--- config.mk ---
export PLATFORM = sky130hd
export DESIGN_NAME = rst_seq_ctrl
export DESIGN_NICKNAME = d
export VERILOG_FILES = /design/src/rtl/rst_seq_pkg.sv /design/src/rtl/rst_sync_2ff.sv /design/src/rtl/rst_seq_ctrl.sv
export SDC_FILE = /design/constraint.sdc
export NUM_CORES = 1
export LEC_CHECK = 0
export CAP_MARGIN = 0
export CELL_PAD_IN_SITES_DETAIL_PLACEMENT = 1
export CELL_PAD_IN_SITES_GLOBAL_PLACEMENT = 1
export CORE_MARGIN = 3
export CORE_UTILIZATION = 37
export CTS_BUF_LIST = sky130_fd_sc_hd__clkbuf_4 sky130_fd_sc_hd__clkbuf_8 sky130_fd_sc_hd__clkbuf_16
export DETAILED_ROUTE_END_ITERATION = 8
export PLACE_DENSITY_LB_ADDON = 0.3
export RECOVER_POWER = 50
export SETUP_SLACK_MARGIN = 0.15
export SLEW_MARGIN = 15
export SYNTH_ARGS = -nofsm -noshare
export SYNTH_HDL_FRONTEND = slang
export SYNTH_SLANG_ARGS = --single-unit
--- constraint.sdc ---
create_clock -name clk -period 1.45 [get_ports clk]
set_input_delay 0.435 -clock clk [delete_from_list [all_inputs] [get_ports clk]]
set_output_delay 0.435 -clock clk [all_outputs]
set_load 0.03 [all_outputs]
--- src/rtl/rst_seq_pkg.sv ---
// Shared types and constants for the reset sequencer: FSM encoding,
// default parameter values and the counter width helper.
package rst_seq_pkg;

  typedef enum logic [1:0] {
    ST_IDLE    = 2'd0,
    ST_ASSERT  = 2'd1,
    ST_RELEASE = 2'd2,
    ST_DONE    = 2'd3
  } state_e;

  localparam int DEF_NUM_OUT     = 4;
  localparam int DEF_STRETCH_CYC = 8;
  localparam int DEF_STAGE_GAP   = 4;

  // Bits needed to count 0..max(a,b)-1, never less than one bit.
  function automatic int cnt_width(input int a, input int b);
    int m;
    m = (a > b) ? a : b;
    return (m <= 1) ? 1 : $clog2(m);
  endfunction

endpackage

--- src/rtl/rst_sync_2ff.sv ---
// Two-flop synchronizer for an asynchronous request level; both stages
// clear asynchronously to 0 while rst is high.
module rst_sync_2ff (
  input  logic clk,
  input  logic rst,
  input  logic d_async,
  output logic q_sync
);

  logic meta_r;
  logic sync_r;

  // Two-stage capture to settle metastability before the FSM samples it
  always_ff @(posedge clk or posedge rst) begin
    if (rst) begin
      meta_r <= 1'b0;
      sync_r <= 1'b0;
    end else begin
      meta_r <= d_async;
      sync_r <= meta_r;
    end
  end

  assign q_sync = sync_r;

endmodule

--- src/rtl/rst_seq_ctrl.sv ---
// Reset sequencer: holds all reset outputs high for a stretch after the last
// request, then releases them one by one (bit 0 first) and pulses done.
module rst_seq_ctrl
  import rst_seq_pkg::*;
#(
  parameter int NUM_OUT     = DEF_NUM_OUT,
  parameter int STRETCH_CYC = DEF_STRETCH_CYC,
  parameter int STAGE_GAP   = DEF_STAGE_GAP
) (
  input  logic               clk,
  input  logic               rst,
  input  logic               sw_rst_req,
  input  logic               ext_rst_req_async,
  output logic [NUM_OUT-1:0] rst_out,
  output logic               busy,
  output logic               done
);

  localparam int CW = cnt_width(STRETCH_CYC, STAGE_GAP);
  localparam int SW = cnt_width(NUM_OUT, 1);

  localparam logic [CW-1:0] STRETCH_LAST = CW'(STRETCH_CYC - 32'd1);
  localparam logic [CW-1:0] GAP_LAST     = CW'(STAGE_GAP - 32'd1);
  localparam logic [SW-1:0] STAGE_LAST   = SW'(NUM_OUT - 32'd1);
  localparam logic [CW-1:0] CNT_ONE      = CW'(1'b1);
  localparam logic [SW-1:0] STAGE_ONE    = SW'(1'b1);

  state_e             state_r;
  state_e             state_nxt_s;
  logic [CW-1:0]      cnt_r;
  logic [CW-1:0]      cnt_nxt_s;
  logic [SW-1:0]      stage_r;
  logic [SW-1:0]      stage_nxt_s;
  logic [NUM_OUT-1:0] rst_out_r;
  logic [NUM_OUT-1:0] rst_out_nxt_s;
  logic               busy_r;
  logic               done_r;
  logic               ext_sync_s;
  logic               req_s;

  rst_sync_2ff u_ext_sync (
    .clk     (clk),
    .rst     (rst),
    .d_async (ext_rst_req_async),
    .q_sync  (ext_sync_s)
  );

  assign req_s = sw_rst_req | ext_sync_s;

  // Next-state logic; a request in any state restarts the stretch
  always_comb begin
    state_nxt_s   = state_r;
    cnt_nxt_s     = cnt_r;
    stage_nxt_s   = stage_r;
    rst_out_nxt_s = rst_out_r;
    if (req_s) begin
      state_nxt_s   = ST_ASSERT;
      cnt_nxt_s     = {CW{1'b0}};
      stage_nxt_s   = {SW{1'b0}};
      rst_out_nxt_s = {NUM_OUT{1'b1}};
    end else begin
      case (state_r)
        ST_IDLE: begin
          rst_out_nxt_s = {NUM_OUT{1'b0}};
        end
        ST_ASSERT: begin
          if (cnt_r == STRETCH_LAST) begin
            state_nxt_s = ST_RELEASE;
            cnt_nxt_s   = {CW{1'b0}};
          end else begin
            cnt_nxt_s   = cnt_r + CNT_ONE;
          end
        end
        ST_RELEASE: begin
          if (cnt_r == GAP_LAST) begin
            rst_out_nxt_s[stage_r] = 1'b0;
            cnt_nxt_s              = {CW{1'b0}};
            // Stage wraps to 0 on the last release so it never overflows
            if (stage_r == STAGE_LAST) begin
              state_nxt_s = ST_DONE;
              stage_nxt_s = {SW{1'b0}};
            end else begin
              stage_nxt_s = stage_r + STAGE_ONE;
            end
          end else begin
            cnt_nxt_s = cnt_r + CNT_ONE;
          end
        end
        ST_DONE: begin
          state_nxt_s   = ST_IDLE;
          rst_out_nxt_s = {NUM_OUT{1'b0}};
        end
        default: begin
          state_nxt_s   = ST_ASSERT;
          cnt_nxt_s     = {CW{1'b0}};
          stage_nxt_s   = {SW{1'b0}};
          rst_out_nxt_s = {NUM_OUT{1'b1}};
        end
      endcase
    end
  end

  // State and output registers; busy/done are registered from the next state
  always_ff @(posedge clk or posedge rst) begin
    if (rst) begin
      state_r   <= ST_ASSERT;
      cnt_r     <= {CW{1'b0}};
      stage_r   <= {SW{1'b0}};
      rst_out_r <= {NUM_OUT{1'b1}};
      busy_r    <= 1'b1;
      done_r    <= 1'b0;
    end else begin
      state_r   <= state_nxt_s;
      cnt_r     <= cnt_nxt_s;
      stage_r   <= stage_nxt_s;
      rst_out_r <= rst_out_nxt_s;
      busy_r    <= (state_nxt_s != ST_IDLE);
      done_r    <= (state_nxt_s == ST_DONE);
    end
  end

  assign rst_out = rst_out_r;
  assign busy    = busy_r;
  assign done    = done_r;

endmodule

; ---- Word-level counts from Yosys, hierarchy flattened
; Cells that the tools add are included.
; W data, S select, Z words.
[word_totals]
reg_bits = 15
latchBits = 0
mem_bits_rw = 0
romBits = 0
input_bits = 4
out_inout_bits = 6
elab_cells = 51
mem_count = 0
[classes]
add_sub_neg = 2
n_mul = 0
div = 0
n_lt_le_gt_ge = 2
eq_ne = 8
shifts = 0
mux = 18
n_bitwise = 3
reduce_logical = 10
[ops]
columns = op, count
row1 = $mux W2, 8
row2 = $mux W3, 3
row3 = $eq A2 B2 Y1 const B, 4
row4 = $mux W4, 2
row5 = $pmux W4 S2, 1
row6 = $pmux W2 S3, 1
row7 = $pmux W3 S2, 1
row8 = $reduce_bool A2 Y1, 3
row9 = $reduce_bool A3 Y1, 2
row10 = $and A4 B4 Y4, 1
row11 = $not A4 Y4, 1
row12 = $reduce_and A2 Y1, 2
row13 = $add A3 B1 Y3 const B, 1
row14 = $eq A3 B2 Y1 const B, 1
row15 = $eq A3 B3 Y1 const B, 1
row16 = $lt A2 B3 Y1 const B, 1
row17 = $ne A3 B3 Y1 const B, 1
row18 = $add A2 B1 Y2 const B, 1
row19 = $demux W1 S2, 1
row20 = $eq A2 B1 Y1 const B, 1
row21 = $ge A2 B1 Y1 const B, 1
row22 = $logic_not A2 Y1, 1
row23 = $reduce_or A2 Y1, 1
row24 = $logic_and A1 B1 Y1, 1
row25 = other kinds (2), 2

; ---- Longest topological paths before layout
; Gate-level depths: netlist of the first run.
[logic_depth]
depth_word = 9
ltp_mapped = 6

; ---- Cells and area by module
; A second synthesis of the first run with hierarchy kept.
[unflattened]
hier_cells = 81
area_unflattened_um2 = 844.6
[by_module_without_submodules]
columns = module, n_inst, cells_each, area_each_um2, seq_area_each_um2
row1 = rst_seq_ctrl, 1, 78, 790.8, 332.8
row2 = rst_sync_2ff, 1, 3, 53.8, 50.0

; ---- Worst setup path after synthesis of the first run
; OpenSTA, ideal clock, no wires.
[synth_path]
path_kind = reg2reg
from = register state_r[0]
to = register cnt_r[0]
setup_time_ns = 0.126
arrival_time_ns = 1.315
required_ns = 1.324
setup_slack_ns = 0.009
path_stages_with_launch = 5
path_buffers = 0
synth_period_minus_slack_ns = 1.441
path_cell_list = dfstp_2 inv_1 ha_1 and2b_4 o311a_1
[synth_between]
elab_chain_len = 3
[synth_rtl]
columns = element, line_no
row1 = start: declaration, rst_seq_ctrl.sv:28  ; state_e state_r;
row2 = start signal: assignment, rst_seq_ctrl.sv:113  ; state_r <= state_nxt_s;
row3 = $eq A2 B2 Y1 or $eq A2 B1 Y1 (tied branches), rst_seq_ctrl.sv:62  ; case (state_r)
row4 = $pmux W3 S2, rst_seq_ctrl.sv:62
row5 = $mux W3, rst_seq_ctrl.sv:56  ; if (req_s) begin
row6 = end signal: assignment, rst_seq_ctrl.sv:107  ; cnt_r <= {CW{1'b0}};
row7 = end signal: assignment, rst_seq_ctrl.sv:114  ; cnt_r <= cnt_nxt_s;
row8 = end: declaration, rst_seq_ctrl.sv:30  ; logic [CW-1:0] cnt_r;
; Parallel ways exist; a longest one is shown, timed or not.
; A chain may end at the register's enable or synchronous reset.

; ---- Worst setup path in the final report of the first run
; Ends and elaborated chain as after synthesis.

==> impl_metrics.csv, run 1 <==
group,metric,value,unit
timing,worstMarginPinSlew,0.8339,ns
synth,synth_top_area_share,27.52,%
pwr,power_density,594.1,nW/um2
detailed_routing,drc,0,
timing,max-slew-margin-rel,44.41,%
synth,ys_seq_area_share,46.79,%
worst_setup_path,critical_path_class,"flip-flop to flip-flop",
grt,grt_first_pass_wirelength,3670,um
detailed_routing,dr.pass1.iters,4,
synth,ys_warn_count,0,
hold_path,hold_class,"flip-flop to flip-flop",
timing,finalClockSkew,0.006838,ns
pwr,leakage,0.5604,nW
worst_setup_path,arrival,1.62,ns
finish,layout.nets,122,
grt,grt_max_degree,16,
place,preCtsSetupSlack,-0.1972,ns
clocking,cts_buffers,3,
finish,register_area,384.1,um2
floorplan,core,2022,um2
clocking,cts_root_buf,"clkbuf_4",
floorplan,rows,16,
timing,finalCritPeriodShare,98.91,%
finish,drive_gt1_share,58.10,%
floorplan,pin_count,10,
place,gp_congestion,0.6843,
clocking,clock_sinks,15,
timing,rsz0062_at_grt,"yes",
floorplan,dieArea,2812,um2
synth,ys_ff_latch,15,
status,run_status,"finished, final reports clean",
worst_setup_path,critPathRequiredTime,1.64,ns
synth,synth.area.top_cells,"dfrtp_1 28%, dfstp_2 19%, ha_1 18%, inv_1 4.1%, nand2_1 4.1%",
detailed_routing,vias,678,
finish,fillCellCount,219,
finish,multi_input_area,561.8,um2
timing,setup_ws,0.01583,ns
finish,utilization,62.69,%
synth,synthCells,78,
synth,synth_cell_types,24,
detailed_routing,drt_iter0_drc,5,
detailed_routing,ant_nets,0,
timing,hold_viol,0,
job,maxCapViolations,0,
clocking,cts_tree,"built",
finish,diodes,0,
worst_setup_path,reg2reg_slack,0.02,ns
timing,finalSetupViolCount,0,
floorplan,die_w,53.03,um
detailed_routing,wl_per_cell,18.63,um
synth,synth_top_area_cell,"dfrtp_1",
synth,synth_area,818.3,um2
grt,grt_antenna_before_repair,0,
timing,fin_crit,1.434,ns
timing,maxClockFrequency,0.6973,GHz
grt,grt_usage,18.53,%
clocking,cts_max_level,1,
place,numPortBuffers,9,
floorplan,die_y,53.03,um
grt,overflow,0,
worst_setup_path,start_kind,"flip-flop",
grt,grt_pass1_vias,766,
pwr,ir_drop,557.9,uV
pwr,finalPower,0.7531,mW
synth,synth_nets,94,
clocking,clockBufferDepth,2,
synth,syn_avg_cell_area,10.49,um2
clocking,clk_latency,0.29,ns
detailed_routing,totalWireLength,2459,um
timing,drv_slew,0,
worst_setup_path,critPathCaptureType,"flip-flop",
timing,whs,0.3658,ns
floorplan,start_util,40.47,%
place,dp_hpwl,1373,um
detailed_routing,vias_per_cell,5.136,
finish,syn2layout_area_growth,54.89,%
worst_setup_path,critPathMaxFanout,7,
clocking,clkTransAtPathRegs,0.09,ns
==> per-stage QoR <==
step / std cells / instance area [um2] / TNS (ns)
after floorplan: 78 / 859.6 / 0
after global placement: 120 / 1016 / -0.3389
after detailed placement: 120 / 1016 / -0.6226
after CTS: 130 / 1197 / 0
after global routing: 132 / 1267 / -0.02363
final: 132 / 1267 / 0
==> power by group <==
group          leakage (nW)  internal, mW  switching, mW  total (mW)
Sequential            0.181         0.424        0.00451       0.429
Clock                0.0184         0.126          0.143       0.269
Combinational         0.361        0.0270         0.0283      0.0553
==> cell usage after synthesis (all sizes together) <==
master and count:
ha 12, dfrtp 9, inv 9, nand2 9, dfstp 6, o21ai 6
nor2 5, a21boi 4, a21oi 4, nand3 2, nor2b 2, a211o 1
a41oi 1, and2b 1, buf 1, mux2i 1, o221ai 1, o22a 1
o311a 1, o31ai 1, or2 1
==> metal layers <==
metal / vias to the layer above / share of wire, % / global-route usage [%]
met5: - / 0 / 0
met4: 0 / 0.89 / 6.383
met3: 2 / 2.5 / 2.535
met2: 14 / 54 / 32.85
met1: 347 / 42 / 22.69
li1: 315 / - / -
==> path summary, 6_finish.rpt <==
path | start | to | cells past startpoint
min in group asynchronous | rst | done | 3
hold reg to reg | u_ext_sync.meta_r | u_ext_sync.q_sync | 0
max in group asynchronous | rst | state_r[1] | 3
setup / recovery | state_r[0] | cnt_r[0] | 4
setup reg to reg | state_r[0] | cnt_r[0] | 4
hold / removal | u_ext_sync.meta_r | u_ext_sync.q_sync | 0
==> logic make-up (layout without fill, tap and decap cells) <==
kind of cell	count (synthesis)	after routing	share of synthesized area, %
compound gates	20	20	16.21
simple gates	20	20	12.69
flops	15	15	46.79
fa+ha+maj	12	12	18.35
buf+inv	10	37	4.739
mux	1	1	1.223
==> registers in the layout, summed over array words and instances, names as in the netlist <==
name / cells
busy: 1
cnt_r: 3
done: 1
rst_out: 4
stage_r: 2
state_r: 2
u_ext_sync.meta_r: 1
u_ext_sync.q_sync: 1
==> final cells by class <==
class                           count  share of cell area, %
Multi-Input combinational cell     53                  44.32
Timing Repair Buffer               24                  17.47
Tap cell                           27                  2.665
Sequential cell                    15                  30.31
Clock buffer                        4                  2.369
Inverter                            9                  2.863
==> worst max-delay path: stages, from the launching register on <==
cell,delay (ns)
dfstp_2,0.58
inv_4,0.06
ha_4,0.20
and2b_4,0.20
o311a_1,0.29
==> cell usage in the layout (no fill, tap or decap), drive strengths merged <==
cell type	count
a211o	1
a21boi	4
a21oi	4
a41oi	1
and2b	1
buf	20
clkbuf	5
clkdlybuf4s50	2
dfrtp	9
dfstp	6
dlygate4sd3	1
ha	12
inv	9
mux2i	1
nand2	9
nand3	2
nor2	5
nor2b	2
o21ai	6
o221ai	1
o22a	1
o311a	1
o31ai	1
or2	1
==> repair_timing <==
item	in CTS	in global routing
endpoints found under the setup margin	18	19
hold buffers	0	0
pin swaps	8	9
gates resized for setup	27	22
buffers inserted	6	2
Power figures use the tool's default switching activity.
==> run 2, diff against run 1 <==
Settings changed: ABC_AREA from default to 1, SKIP_CTS_REPAIR_TIMING from default to 1.
==> impl_metrics.csv, run 2 <==
group,metric,value,unit
status,run_status,"finished, final reports clean",
worst_setup_path,reg2reg_slack,0.07,ns
timing,maxClockFrequency,0.7167,GHz
finish,final_common_cell,"nand2_1",
worst_setup_path,start_kind,"flip-flop",
timing,hold_viol,0,
grt,grt_first_pass_wirelength,2815,um
timing,setup_tns,0,ns
detailed_routing,totalWireLength,1690,um
place,dp_hpwl,1263,um
place,gp_congestion,0.7896,
grt,grt_usage,13.98,%
worst_setup_path,critPathMaxFanout,2,
clocking,cts_tree,"built",
detailed_routing,dr.pass1.iters,3,
detailed_routing,drc,0,
finish,syn2layout_area_growth,27.10,%
synth,synth_edf_count,0,
clocking,cts_max_level,1,
worst_setup_path,crit_chain,"buf_6",
clocking,cts_buffers,3,
synth,ys_seq_area_share,45.81,%
floorplan,rows,16,
timing,fin_crit,1.395,ns
floorplan,start_util,40.93,%
place,preCtsSetupSlack,-0.1459,ns
synth,ys_ff_latch,15,
timing,setup_ws,0.05478,ns
clocking,clkTransAtPathRegs,0.09,ns
finish,largest_register_ffs,4,
finish,layout.nets,122,
grt,overflow,0,
pwr,ir_drop,637.6,uV
synth,synth.area.top_cells,"dfrtp_1 27%, dfstp_2 19%, ha_1 18%, nand2_1 7.2%, inv_1 5.8%",
timing,worstMarginPinSlew,0.8247,ns
timing,rsz0062_at_grt,"yes",
hold_path,whs_endpoint,"u_ext_sync.q_sync",
worst_setup_path,arrival,0.96,ns
synth,netlist_top_cells_count,"16 x nand2_1, 13 x inv_1, 12 x ha_1",
synth,ys_warn_count,0,
floorplan,core,2042,um2
timing,drv_slew,0,
detailed_routing,wl_per_cell,12.80,um
synth,synth_top_area_share,26.95,%
finish,layout_common_cells,"16 x nand2_1, 11 x inv_1, 9 x dfrtp_1",
job,maxCapViolations,0,
hold_path,whs_path_depth,0,
clocking,cts_root_buf,"clkbuf_4",
grt,grt_antenna_before_repair,0,
detailed_routing,vias,632,
timing,max-slew-margin-rel,45.02,%
timing,finalCritPeriodShare,96.22,%
worst_setup_path,cpPeakStageDelay,0.55,ns
floorplan,die_w,53.53,um
finish,diodes,0,
synth,async_flop_share,100.0,%
worst_setup_path,slowest_stage,"dfstp_2",
pwr,power_density,688.6,nW/um2
timing,finalClockSkew,0.005191,ns
finish,utilization,52.02,%
pwr,leakage,0.5234,nW
worst_setup_path,critPathRequiredTime,1.02,ns
clocking,clockBufferDepth,2,
floorplan,pin_count,10,
synth,ys.flop_type,"dfrtp_1",
worst_setup_path,r2r_end,"done",
clocking,clock_sinks,15,
timing,finalSetupViolCount,0,
finish,drive_gt1_share,35.24,%
detailed_routing,vias_per_cell,4.788,
grt,grt_max_degree,16,
finish,register_area,382.9,um2
worst_setup_path,critical_path.top_delay_family,"flip-flops",
detailed_routing,ant_nets,0,
synth,syn_avg_cell_area,9.498,um2
hold_path,hp-start,"u_ext_sync.meta_r",
finish,multi_input_area,429.2,um2
synth,synth_area,835.8,um2
worst_setup_path,r2r_start,"state_r[0]",
worst_setup_path,path_buf_inv,1,
synth,synthCells,88,
synth,synth_cell_types,19,
clocking,clk_latency,0.28,ns
worst_setup_path,critPathCaptureType,"primary output",
hold_path,hold_class,"flip-flop to flip-flop",
finish,fillCellCount,255,
floorplan,die_y,53.53,um
synth,synth_top_area_cell,"dfrtp_1",
grt,grt_pass1_vias,642,
synth,synth.most_common_cell,"nand2_1",
worst_setup_path,worstRegToRegCells,8,
floorplan,dieArea,2865,um2
detailed_routing,drt_iter0_drc,2,
place,numPortBuffers,9,
worst_setup_path,critical_path_class,"flip-flop to primary output",
synth,synth_nets,104,
-- run 2: how the worst max path moves through the flow --
stage | cells after the start | start | endpoint
2_1_floorplan | 8 | state_r[0] | done
3_3_place_gp | 6 | sw_rst_req | done
3_5_place_dp | 6 | sw_rst_req | done
4_1_cts | 1 | done | done
5_1_grt | 7 | state_r[0] | rst_out[3]
6_report | 1 | rst_out[0] | rst_out[0]
-- run 2: area by class of cell --
class | count | share of cell area, %
inverter | 13 | 5.065
sequential | 15 | 36.04
tap | 27 | 3.180
multi-input combinational | 59 | 40.40
timing repair buffer | 14 | 12.49
clock buffer | 4 | 2.827
-- run 2: layer usage --
metal	track usage, %	part of all wire, %	vias up
met5	0	0	-
met4	5.106	0.47	0
met3	5.263	4.5	2
met2	20.82	47	11
met1	18.40	48	300
li1	-	-	319
-- run 2: power breakdown --
group          total, mW  internal, mW  leakage, nW  switching [mW]
logic             0.0414        0.0172        0.322          0.0242
registers          0.429         0.424        0.183         0.00439
clock network      0.261         0.125       0.0184           0.136
total              0.731         0.567        0.523           0.164
-- run 2: per-stage QoR --
stage / hold slack (ns) / power (mW) / area [um2] / instances
2_1_floorplan: 0.3312 / 0.4595 / 843.3 / 88
3_3_place_gp: 0.3363 / 0.4795 / 977.2 / 127
3_5_place_dp: 0.3363 / 0.4811 / 977.2 / 127
4_1_cts: 0.3550 / 0.7469 / 1007 / 131
5_1_grt: 0.3656 / 0.7761 / 1062 / 132
6_report: 0.3499 / 0.7315 / 1062 / 132
-- run 2: cell families (layout without fill, tap and decap cells) --
family	count (synthesis)	in the layout	synth area share, %
compound gates	16	16	12.43
fa+ha+maj	12	12	17.96
buf+inv	14	31	6.737
flops	15	15	45.81
simple gates	31	31	17.07
==> run 3, diff against run 2 <==
Settings changed: CORE_MARGIN 3 to 5, MAX_ROUTING_LAYER from default to met4.
==> impl_metrics.csv, run 3 (same netlist as run 2, synthesis figures left out) <==
group,metric,value,unit
status,run_status,"finished, final reports clean",
place,placed_cell_area,988.4,um2
floorplan,die_w,57.53,um
floorplan,die_y,57.53,um
worst_setup_path,critical_path.top_delay_family,"flip-flops",
finish,drive_gt1_share,54.55,%
place,preCtsSetupSlack,-0.1289,ns
place,gp_congestion,0.8115,
clocking,clkTransAtPathRegs,0.09,ns
worst_setup_path,reg2reg_slack,0.07,ns
worst_setup_path,critPathCaptureType,"primary output",
finish,diodes,0,
pwr,leakage,0.5724,nW
timing,setup_tns,0,ns
timing,max-slew-margin-rel,47.49,%
clocking,clk_latency,0.29,ns
clocking,cts_max_level,1,
worst_setup_path,r2r_start,"state_r[0]",
pwr,finalPower,0.7448,mW
grt,grt_usage,13.31,%
grt,grt_pass1_vias,698,
timing,finalSetupViolCount,0,
worst_setup_path,path_buf_inv,1,
detailed_routing,vias_per_cell,4.768,
worst_setup_path,slowest_stage,"dfstp_2",
timing,maxClockFrequency,0.7153,GHz
finish,utilization,55.57,%
place,dp_hpwl,1320,um
worst_setup_path,worstRegToRegCells,8,
grt,grt_antenna_before_repair,0,
detailed_routing,ant_nets,0,
worst_setup_path,critPathMaxFanout,2,
hold_path,whs_path_depth,0,
floorplan,pin_count,10,
clocking,cts_tree,"built",
floorplan,dieArea,3310,um2
timing,rsz0062_at_grt,"yes",
floorplan,start_util,38.15,%
finish,finalInstanceArea,1217,um2
detailed_routing,drt_iter0_drc,2,
timing,drv_slew,0,
place,dp_cells,128,
pwr,ir_drop,434.8,uV
worst_setup_path,cpPeakStageDelay,0.55,ns
place,numPortBuffers,9,
timing,hold_viol,0,
finish,largest_register_ffs,4,
clocking,clock_sinks,15,
finish,layout_common_cells,"12 x nand2_1, 8 x dfrtp_1, 8 x buf_4",
hold_path,hp-start,"u_ext_sync.meta_r",
worst_setup_path,cp_num_cells,1,
timing,fin_crit,1.398,ns
job,maxCapViolations,0,
grt,grt_max_degree,16,
detailed_routing,wl_per_cell,14.28,um
clocking,clockBufferDepth,2,
worst_setup_path,arrival,0.96,ns
clocking,cts_root_buf,"clkbuf_4",
worst_setup_path,startpoint,"rst_out[0]",
detailed_routing,totalWireLength,1970,um
grt,overflow,0,
pwr,power_density,611.8,nW/um2
worst_setup_path,critical_path_class,"flip-flop to primary output",
finish,fillCellCount,241,
detailed_routing,dr.pass1.iters,2,
timing,worstMarginPinSlew,0.7876,ns
worst_setup_path,critPathRequiredTime,1.02,ns
grt,grt_first_pass_wirelength,3222,um
floorplan,core,2191,um2
worst_setup_path,crit_chain,"buf_6",
timing,finalCritPeriodShare,96.41,%
clocking,cts_buffers,3,
finish,syn2layout_area_growth,45.66,%
timing,finalClockSkew,0.0006100,ns
finish,final_common_cell,"nand2_1",
finish,layout.nets,127,
worst_setup_path,start_kind,"flip-flop",
detailed_routing,drc,0,
finish,final_cells,138,
hold_path,hold_class,"flip-flop to flip-flop",
detailed_routing,vias,658,
floorplan,rows,17,
timing,setup_ws,0.05200,ns
timing,whs,0.3554,ns
run 3: power breakdown:
part | internal (mW) | switching, mW
clock network | 0.126 | 0.135
logic | 0.0265 | 0.0298
registers | 0.424 | 0.00373
run 3: final timing paths:
check	endpoint
worst max-delay path	rst_out[0]
max in group asynchronous	state_r[1]
min in group asynchronous	u_ext_sync.meta_r
worst min-delay path	u_ext_sync.q_sync
worst min register to register	u_ext_sync.q_sync
worst max register to register	done
run 3: area by class of cell:
cell class | count | area [um2] | share of cell area [%]
multi-input cells | 59 | 528.0 | 43.37
flip-flops and latches | 15 | 384.1 | 31.55
clock buffers | 4 | 30.03 | 2.467
inverters | 13 | 56.30 | 4.625
well taps | 28 | 35.03 | 2.878
repair buffers | 19 | 183.9 | 15.11
run 3: per-layer routing:
layer	wire length (um)	track usage, %	part of all wire (%)	up-vias
met5	0	-	0	-
met3	41	3.394	2.1	5
li1	-	-	-	328
met4	41	4.967	2.1	0
met2	1035	21.45	53	9
met1	851	15.88	43	316
